==> src/rtl/sram_1rw1r_responder.sv <==
// sram_1rw1r_responder
//   Flop-based stand-in for a 1rw1r SRAM macro that uses the OpenRAM-style port
//   protocol. After reset, a scrub sequencer zeroes every word, one word per
//   cycle. Commands are accepted only once that sequencer has finished.
//
// Ports
//   clk     rising-edge clock
//   rst_n   asynchronous active-low reset
//   csb0    port 0 chip select, active low
//   web0    port 0 write enable, active low (1 = read)
//   wmask0  port 0 byte write mask, one bit per byte lane
//   addr0   port 0 word address
//   din0    port 0 write data
//   dout0   port 0 registered read data
//   csb1    port 1 (read-only) chip select, active low
//   addr1   port 1 word address
//   dout1   port 1 registered read data
//   ready   high once the scrub has completed
module sram_1rw1r_responder #(
  parameter int DW    = 32,
  parameter int AW    = 8,
  parameter int DEPTH = 32
) (
  input  logic              clk,
  input  logic              rst_n,
  input  logic              csb0,
  input  logic              web0,
  input  logic [DW/8-1:0]   wmask0,
  input  logic [AW-1:0]     addr0,
  input  logic [DW-1:0]     din0,
  output logic [DW-1:0]     dout0,
  input  logic              csb1,
  input  logic [AW-1:0]     addr1,
  output logic [DW-1:0]     dout1,
  output logic              ready
);

  localparam int NB = DW / 8;
  localparam int CW = (DEPTH > 1) ? $clog2(DEPTH) : 1;
  localparam logic [AW:0] DEPTH_V = (AW+1)'(DEPTH);
  localparam logic [CW-1:0] LAST = CW'(DEPTH - 1);

  localparam logic [0:0] SCRUB = 1'b0;
  localparam logic [0:0] RUN   = 1'b1;

  logic [0:0]    state;
  logic [CW-1:0] cnt;
  logic [DW-1:0] mem [DEPTH];

  // The address is compared at full width, so that out-of-range words never
  // alias onto the low index bits.
  function automatic logic in_range(input logic [AW-1:0] a);
    return ({1'b0, a} < DEPTH_V);
  endfunction

  logic [CW-1:0] idx0, idx1;
  logic          ok0, ok1, wr0, rd0, rd1;

  always_comb begin
    idx0 = addr0[CW-1:0];
    idx1 = addr1[CW-1:0];
    ok0  = in_range(addr0);
    ok1  = in_range(addr1);
    wr0  = (state == RUN) && !csb0 && !web0 && ok0;
    rd0  = (state == RUN) && !csb0 &&  web0;
    rd1  = (state == RUN) && !csb1;
  end

  // Scrub sequencer: one word per edge, then hand over to RUN permanently.
  always_ff @(posedge clk or negedge rst_n) begin
    if (!rst_n) begin
      state <= SCRUB;
      cnt   <= '0;
      ready <= 1'b0;
    end else if (state == SCRUB) begin
      cnt <= cnt + CW'(1);
      if (cnt == LAST) begin
        state <= RUN;
        ready <= 1'b1;
      end
    end
  end

  // The array is not reset; the scrub clears it instead. A write of a
  // masked-off lane leaves that byte untouched.
  always_ff @(posedge clk) begin
    if (state == SCRUB) begin
      mem[cnt] <= '0;
    end else if (wr0) begin
      for (int i = 0; i < NB; i++) begin
        if (wmask0[i]) mem[idx0][8*i +: 8] <= din0[8*i +: 8];
      end
    end
  end

  // Read registers sample mem before this edge's write lands, so a port 1 read
  // that collides with a port 0 write returns the old word.
  always_ff @(posedge clk or negedge rst_n) begin
    if (!rst_n) begin
      dout0 <= '0;
      dout1 <= '0;
    end else begin
      if (rd0) dout0 <= ok0 ? mem[idx0] : '0;
      if (rd1) dout1 <= ok1 ? mem[idx1] : '0;
    end
  end

endmodule

==> config.mk <==
export PLATFORM = sky130hd
export DESIGN_NAME = sram_1rw1r_responder
export DESIGN_NICKNAME = d
export VERILOG_FILES = /design/src/rtl/sram_1rw1r_responder.sv
export SDC_FILE = /design/constraint.sdc
export NUM_CORES = 1
export LEC_CHECK = 0
export CAP_MARGIN = 0
export CELL_PAD_IN_SITES_DETAIL_PLACEMENT = 0
export CELL_PAD_IN_SITES_GLOBAL_PLACEMENT = 1
export CORE_MARGIN = 10
export CORE_UTILIZATION = 49
export DETAILED_ROUTE_END_ITERATION = 16
export PLACE_DENSITY_LB_ADDON = 0.15
export SETUP_SLACK_MARGIN = 0.15
export SLEW_MARGIN = 25
export SYNTH_ARGS = -nofsm -noshare
export SYNTH_HDL_FRONTEND = slang
export SYNTH_SLANG_ARGS = --single-unit
==> constraint.sdc <==
create_clock -name clk -period 2.6 [get_ports clk]
set_input_delay 0.39 -clock clk [delete_from_list [all_inputs] [get_ports clk]]
set_output_delay 0.39 -clock clk [all_outputs]
set_load 0.01 [all_outputs]
==> run_results.csv, run 1 <==
group,metric,value,unit
outcome,status,"complete, but fails checks",
outcome,violations,"negative setup slack",
worst_setup_path,cpPeakStageDelay,510,ps
drt,drt-total-wl,162,mm
timing,rsz0062_at_grt,"true",
logic_synthesis,netlist_area,50500,sq um
drt,vias,31700,
worst_setup_path,endpoint_kind,"flip-flop",
logic_synthesis,synth_ff_type,"edfxtp_1",
clocking,worstSkewPairLatency,720,ps
worst_setup_path,worstPathCellList,"or4b_4 -> nor4_4 -> buf_6 -> buf_6 -> buf_12 -> buf_12 -> nor3_2 -> buf_4 -> a31oi_4 -> buf_12 -> nor2_4 -> buf_12",
logic_synthesis,synthCells,2803,
logic_synthesis,synth_fp_nets,2862,
floorplan,die_h,341,um
clocking,tritoncts,"done",
timing,worst_slew_pin_slew,763,ps
worst_setup_path,crit_top_cell,"buf_12",
worst_setup_path,required,3070,ps
logic_synthesis,async_flop_share,6.48,%
drt,dr.pass1.iters,5,
final_layout,multi_input_area,18000,sq um
logic_synthesis,synth.ff_latch_count,1095,
floorplan,fp.dieW,341,um
clocking,cts_root_buf,"clkbuf_16",
place,globalplace.congestion,0.898,
final_layout,area_growth,26.6,%
floorplan,dieArea,116000,sq um
clocking,clk_pin_slew_worst_paths,60,ps
timing,slew_headroom,49.1,%
pwr,powerDensity,607,nW/um^2
drt,drtIter0Drc,3602,
timing,postLayoutSetupSlackWorst,-51.9,ps
drt,drc,0,
global_routing,grt_pass1_vias,32700,
floorplan,start_util,49.5,%
timing,period_needed,2650,ps
place,place_hpwl,112,mm
pwr,peakVddDrop,0.512,mV
worst_setup_path,crit_family,"buffers and inverters",
global_routing,grt_usage,27.4,%
worst_setup_path,critPathBufInv,7,
timing,timing.fmax,377,MHz
place,io_buffers,121,
final_layout,drive_gt1_share,38.1,%
clocking,htree_levels,3,
final_layout,nFillCells,7176,
floorplan,std_cell_rows,117,
global_routing,grt_pass1_wl,233,mm
logic_synthesis,ys_seq_area_share,64.4,%
logic_synthesis,synth_cell_types,54,
place,dpl_cell_area,57900,sq um
global_routing,grt_max_degree,57,
worst_setup_path,path_max_fanout,8,
worst_setup_path,cpMaxStageDelayCell,"or4b_4",
clocking,clock-sinks,1095,
timing,slew_viol_final,0,
worst_setup_path,path_class,"flip-flop to flip-flop",
pwr,power_leakage,23.9,nW
clocking,cts_buffer_depth,3,
worst_setup_path,cp_data_arrival_time,3120,ps
global_routing,antenna_found_initial,5,
global_routing,grt-ovfl-total,0,
drt,detail_route.vias_per_cell,6.65,
final_layout,regArea,32500,sq um
run,maxCapViolations,0,
final_layout,fin_util,62.6,%
floorplan,io_pins,122,
timing,period_share,102,%
drt,wire_per_inst,33.9,um
logic_synthesis,avgSynthCellArea,18.0,sq um
worst_setup_path,critPathLaunch,"state",
logic_synthesis,yosys_warnings,0,
drt,ant_nets,0,
logic_synthesis,synth_edf_count,1024,
worst_setup_path,rr_startpoint,"state",
final_layout,final_nets,3355,
worst_setup_path,startpoint_type,"flip-flop",
floorplan,coreArea,102000,sq um
final_layout,final_area,63900,sq um
timing,setup_viol,111,
worst_hold_path,hold_class,"input port to async pin",
timing,fin_skew,21.4,ps
clocking,cts-buffers-inserted,114,
timing,hold_viol,0,
timing,whs,301,ps
report_power, final:
part	leakage, nW	total, mW	internal, mW	switching [mW]
sequential	12.7	19.1	19.1	0.0296
clock	1.93	17.3	10.3	7.00
combinational	9.30	2.41	1.03	1.38
total	23.9	38.8	30.4	8.42
Yosys cell counts, drive strengths merged (12+ instances only):
| cell | instances | area (sq um) |
|---|---|---|
| edfxtp | 1024 | 30700 |
| mux4 | 381 | 8580 |
| mux2i | 263 | 2630 |
| clkbuf | 134 | 507 |
| nor2 | 134 | 503 |
| nand2 | 111 | 427 |
| buf | 101 | 623 |
| a22oi | 87 | 653 |
| dfrtp | 71 | 1780 |
| o221ai | 63 | 552 |
| o22ai | 62 | 388 |
| a211oi | 55 | 413 |
| a32o | 55 | 551 |
| and2 | 36 | 225 |
| a21oi | 32 | 160 |
| a22o | 32 | 280 |
| mux2 | 30 | 342 |
| a211o | 24 | 210 |
| o21ai | 13 | 65.1 |
| a31oi | 12 | 203 |
cell usage in the layout (no fill, tap or decap), drive strengths merged, types with 9 or more instances in the layout:
master         netlist  final
nor3                 9      9
a22o                32     32
nor2b                9      9
mux4               381    381
dfrtp               71     71
o221ai              63     63
a31oi               12     12
bufinv               0     19
clkdlybuf4s50        0    113
inv                  5     13
clkbuf             134    147
o22ai               62     62
o21ai               13     13
clkinv               0     36
mux2                30     30
edfxtp            1024   1024
a211o               24     24
nor2               134    134
a22oi               87     87
a211oi              55     55
and2                36     36
nand2              111    111
nor4                 9      9
mux2i              263    263
a21oi               32     32
buf                101    495
a32o                55     55
cells by family after synthesis:
group | Yosys count | synth area share (%)
AO/OA/AOI/OAI | 451 | 7.29
XOR/XNOR | 3 | 0.0520
adder cells (fa/ha/maj) | 2 | 0.0496
buffers and inverters | 240 | 2.27
flip-flops | 1095 | 64.4
multiplexers | 674 | 22.9
AND/OR/NAND/NOR | 338 | 3.03
cell type report:
cell class              count  share of cell area (%)
diodes                      2                 0.00783
clock buffers             144                    4.80
clock inverters            71                    1.42
inverters                   5                  0.0294
multi-input cells        1468                    28.1
flip-flops and latches   1095                    50.9
well taps                1368                    2.68
repair buffers            612                    12.1
flip-flops by register name, indices dropped and copies added (netlist names):
signal and cells:
ready 1, cnt 5, dout0 32, state 1, dout1 32, mem 1024
worst register-to-register path, cell delays in order, from the launching register on:
cell and delay (ps):
dfrtp_1 350, or4b_4 510, nor4_4 180, buf_6 200
buf_6 130, buf_12 110, buf_12 130, nor3_2 40
buf_4 150, a31oi_4 240, buf_12 190, nor2_4 60
buf_12 130
per-stage QoR:
stage	setup TNS [ps]	setup slack (ps)	total power [mW]	cells
2_1_floorplan	0	2.66	20.6	2803
3_3_place_gp	-1273140	-1110	21.8	4473
3_5_place_dp	-1367900	-1220	21.8	4473
4_1_cts	-1.65	-0.492	38.9	4731
5_1_grt	-17900	-97.1	39.8	4764
6_report	-2740	-51.9	38.8	4765
routing by layer:
metal / track usage, % / vias up / part of all wire, %
met3: 5.27 / 324 / 9.4
met2: 44.1 / 1799 / 48
met5: 0 / - / 0.0056
met4: 9.42 / 2 / 3.7
li1: - / 12900 / -
met1: 37.4 / 16700 / 39
repair_timing:
action / in CTS / in global routing
pin swaps: 40 / 35
hold buffers: 1 / 0
setup buffers: 41 / 28
setup endpoints to repair: 1760 / 1313
endpoints found under the hold margin: 39 / 0
gates resized for setup: 152 / 84
cloned: 1 / 3
path summary, 6_finish.rpt:
| kind | endpoint | slack [ps] | cells past startpoint |
|---|---|---|---|
| hold / removal | dout1[30] | 300 | 2 |
| min in group clk | mem[11][21] | 430 | 2 |
| hold reg to reg | ready | 470 | 1 |
| setup reg to reg | mem[21][30] | -50 | 12 |
| setup / recovery | mem[21][30] | -50 | 12 |
| max in group asynchronous | dout1[20] | 1560 | 3 |
Power figures use the tool's default switching activity.
==> inputs of run 2 (changes only) <==
- CORE_UTILIZATION: 49 -> 36
- CTS_BUF_LIST: not set -> sky130_fd_sc_hd__clkbuf_8
==> run 2 against run 1 <==
Design area grew 0.74%. Worst setup slack gained 7.5 ps. Non-clock buffer count grew 53. Flip-flop and latch count is the same. Critical endpoint is now mem[9][19]. Maximum frequency grew 0.28%. Largest cell class unchanged. Highest routed layer unchanged. Core utilization shrank 16 points. Routed wire length grew 9.6%. The run still ends with negative setup slack left. Global-route usage shrank 5.1 points. Clock skew grew 30 ps. Via count grew 0.77%.
==> run_results.csv, run 2 (synthesized netlist as in run 1, its figures left out) <==
group,metric,value,unit
drt,wire_per_inst,32.5,um
worst_setup_path,required,3210,ps
drt,met1_length,74.4,mm
final_layout,drive_gt1_share,39.2,%
pwr,finalPower,37.2,mW
final_layout,largest_register_ffs,1024,
clocking,htree_levels,4,
floorplan,fp.dieW,395,um
timing,rsz0062_at_grt,"true",
pwr,power_leakage,24.2,nW
worst_setup_path,cp_data_arrival_time,3250,ps
worst_setup_path,worstPathCellList,"or4b_4 -> nor4_4 -> buf_6 -> mux2i_1 -> buf_4 -> nand2_4 -> buf_12 -> nor2_1 -> buf_4",
global_routing,antenna_found_initial,7,
global_routing,grt_usage,22.3,%
worst_setup_path,crit_cells,9,
floorplan,die_h,395,um
worst_setup_path,cpMaxStageDelayCell,"or4b_4",
final_layout,top_register,"mem",
final_layout,regArea,32500,sq um
run,maxCapViolations,0,
drt,ant_nets,0,
place,io_buffers,121,
worst_setup_path,cp-endpoint,"mem[9][19]",
drt,drc,0,
timing,slew_headroom,28.2,%
pwr,peakVddDrop,0.503,mV
worst_setup_path,critPathBufInv,4,
drt,dr.pass1.iters,7,
worst_setup_path,rr_startpoint,"state",
timing,worst_slew_pin_slew,1070,ps
final_layout,final_area,64400,sq um
floorplan,dieArea,156000,sq um
timing,postLayoutSetupSlackWorst,-44.4,ps
final_layout,area_growth,27.5,%
worst_setup_path,rr_worst_depth,9,
drt,route.met3.wl,13.5,mm
timing,setup_viol,201,
clocking,cts_buffer_depth,3,
drt,detail_route.vias_per_cell,5.86,
drt,drtIter0Drc,3547,
place,place_hpwl,123,mm
place,globalplace.congestion,0.851,
worst_setup_path,path_class,"flip-flop to flip-flop",
clocking,clk_pin_slew_worst_paths,70,ps
worst_setup_path,ff2ff_setup_slack,-40,ps
worst_setup_path,crit_family,"simple AND/OR/NAND/NOR gates",
timing,hold_viol,0,
floorplan,coreArea,139000,sq um
global_routing,grt_max_degree,47,
final_layout,multi_input_area,17900,sq um
global_routing,grt_pass1_vias,33300,
place,dpl_cell_area,59000,sq um
timing,setup-tns-final,-3330,ps
final_layout,layout_common_cells,"edfxtp_1 (1024), mux4_2 (381), buf_4 (297), mux2i_1 (263), clkbuf_8 (190)",
floorplan,io_pins,122,
global_routing,grt-ovfl-total,0,
final_layout,final_cells,5455,
final_layout,layout_commonest_cell,"edfxtp_1",
timing,timing.fmax,378,MHz
timing,period_needed,2640,ps
timing,slew_viol_final,0,
worst_setup_path,critPathLaunch,"state",
drt,route.met2.wl,84.6,mm
worst_setup_path,crit_top_cell,"buf_4",
global_routing,grt_pass1_wl,251,mm
final_layout,top_regs,"mem: 1024 flops, dout0: 32 flops, dout1: 32 flops",
clocking,worstSkewPairLatency,930,ps
final_layout,fin_util,46.2,%
final_layout,final_nets,3478,
worst_setup_path,reg2reg_to,"mem[9][19]",
clocking,cts-buffers-inserted,184,
worst_hold_path,hold_class,"input port to async pin",
floorplan,start_util,36.2,%
clocking,cts_root_buf,"clkbuf_8",
outcome,status,"complete, but fails checks",
clocking,tritoncts,"done",
final_layout,nFillCells,11800,
worst_setup_path,cpPeakStageDelay,500,ps
floorplan,std_cell_rows,137,
drt,vias,31900,
clocking,clock-sinks,1095,
worst_setup_path,startpoint_type,"flip-flop",
worst_setup_path,path_max_fanout,8,
worst_setup_path,endpoint_kind,"flip-flop",
pwr,powerDensity,577,nW/um^2
timing,fin_skew,51.5,ps
drt,drt-total-wl,177,mm
drt,routed.top_layer,"met5",
timing,period_share,102,%
place,place_inst,5035,
outcome,violations,"negative setup slack",
-- run 2: power by group --
group / internal, mW / switching [mW] / total (mW)
clock: 8.17 / 7.39 / 15.6
combinational: 1.05 / 1.47 / 2.52
sequential: 19.1 / 0.0277 / 19.1
total: 28.3 / 8.89 / 37.2
-- run 2: repair_timing --
action,4_1_cts,5_1_grt
cloned,2,3
pin swaps,26,23
hold endpoints to repair,52,0
setup endpoints to repair,1538,1539
resized for setup,111,90
buffers inserted,41,28
hold buffers,1,0
-- run 2: worst reg2reg max path, stage by stage (launching register included) --
cell and delay [ps]:
dfrtp_1 370, or4b_4 500, nor4_4 250, buf_6 190, mux2i_1 200, buf_4 190, nand2_4 130, buf_12 190
nor2_1 150, buf_4 190
-- run 2: worst min path at each step --
stage,endpoint,cells after the start,slack [ps],startpoint
5_1_grt,dout0[5],2,70,rst_n
4_1_cts,dout1[3],2,10,rst_n
3_5_place_dp,ready,1,470,ready
2_1_floorplan,cnt[0],0,90,rst_n
6_report,dout1[3],2,60,rst_n
3_3_place_gp,dout0[6],1,470,rst_n
-- run 2: metal layers --
metal  global-route usage [%]  vias to the layer above
met5                        0                        -
met4                     6.83                        2
met2                     35.9                     1395
met3                     4.52                      242
met1                     30.5                    17100
li1                         -                    13200
-- run 2: final cells by class --
class	instances	area share (%)
Clock inverter	155	1.68
Multi-Input combinational cell	1468	27.8
Sequential cell	1095	50.5
Antenna cell	1	0.00389
Clock buffer	190	4.06
Timing Repair Buffer	665	12.3
Inverter	5	0.0292
Tap cell	1876	3.65
-- run 2: through the flow --
step,setup slack [ps],hold WS (ps)
6_report,-44.4,55.2
5_1_grt,-165,68.1
4_1_cts,-63.4,14.6
3_5_place_dp,-962,468
3_3_place_gp,-943,474
2_1_floorplan,2.66,94.4
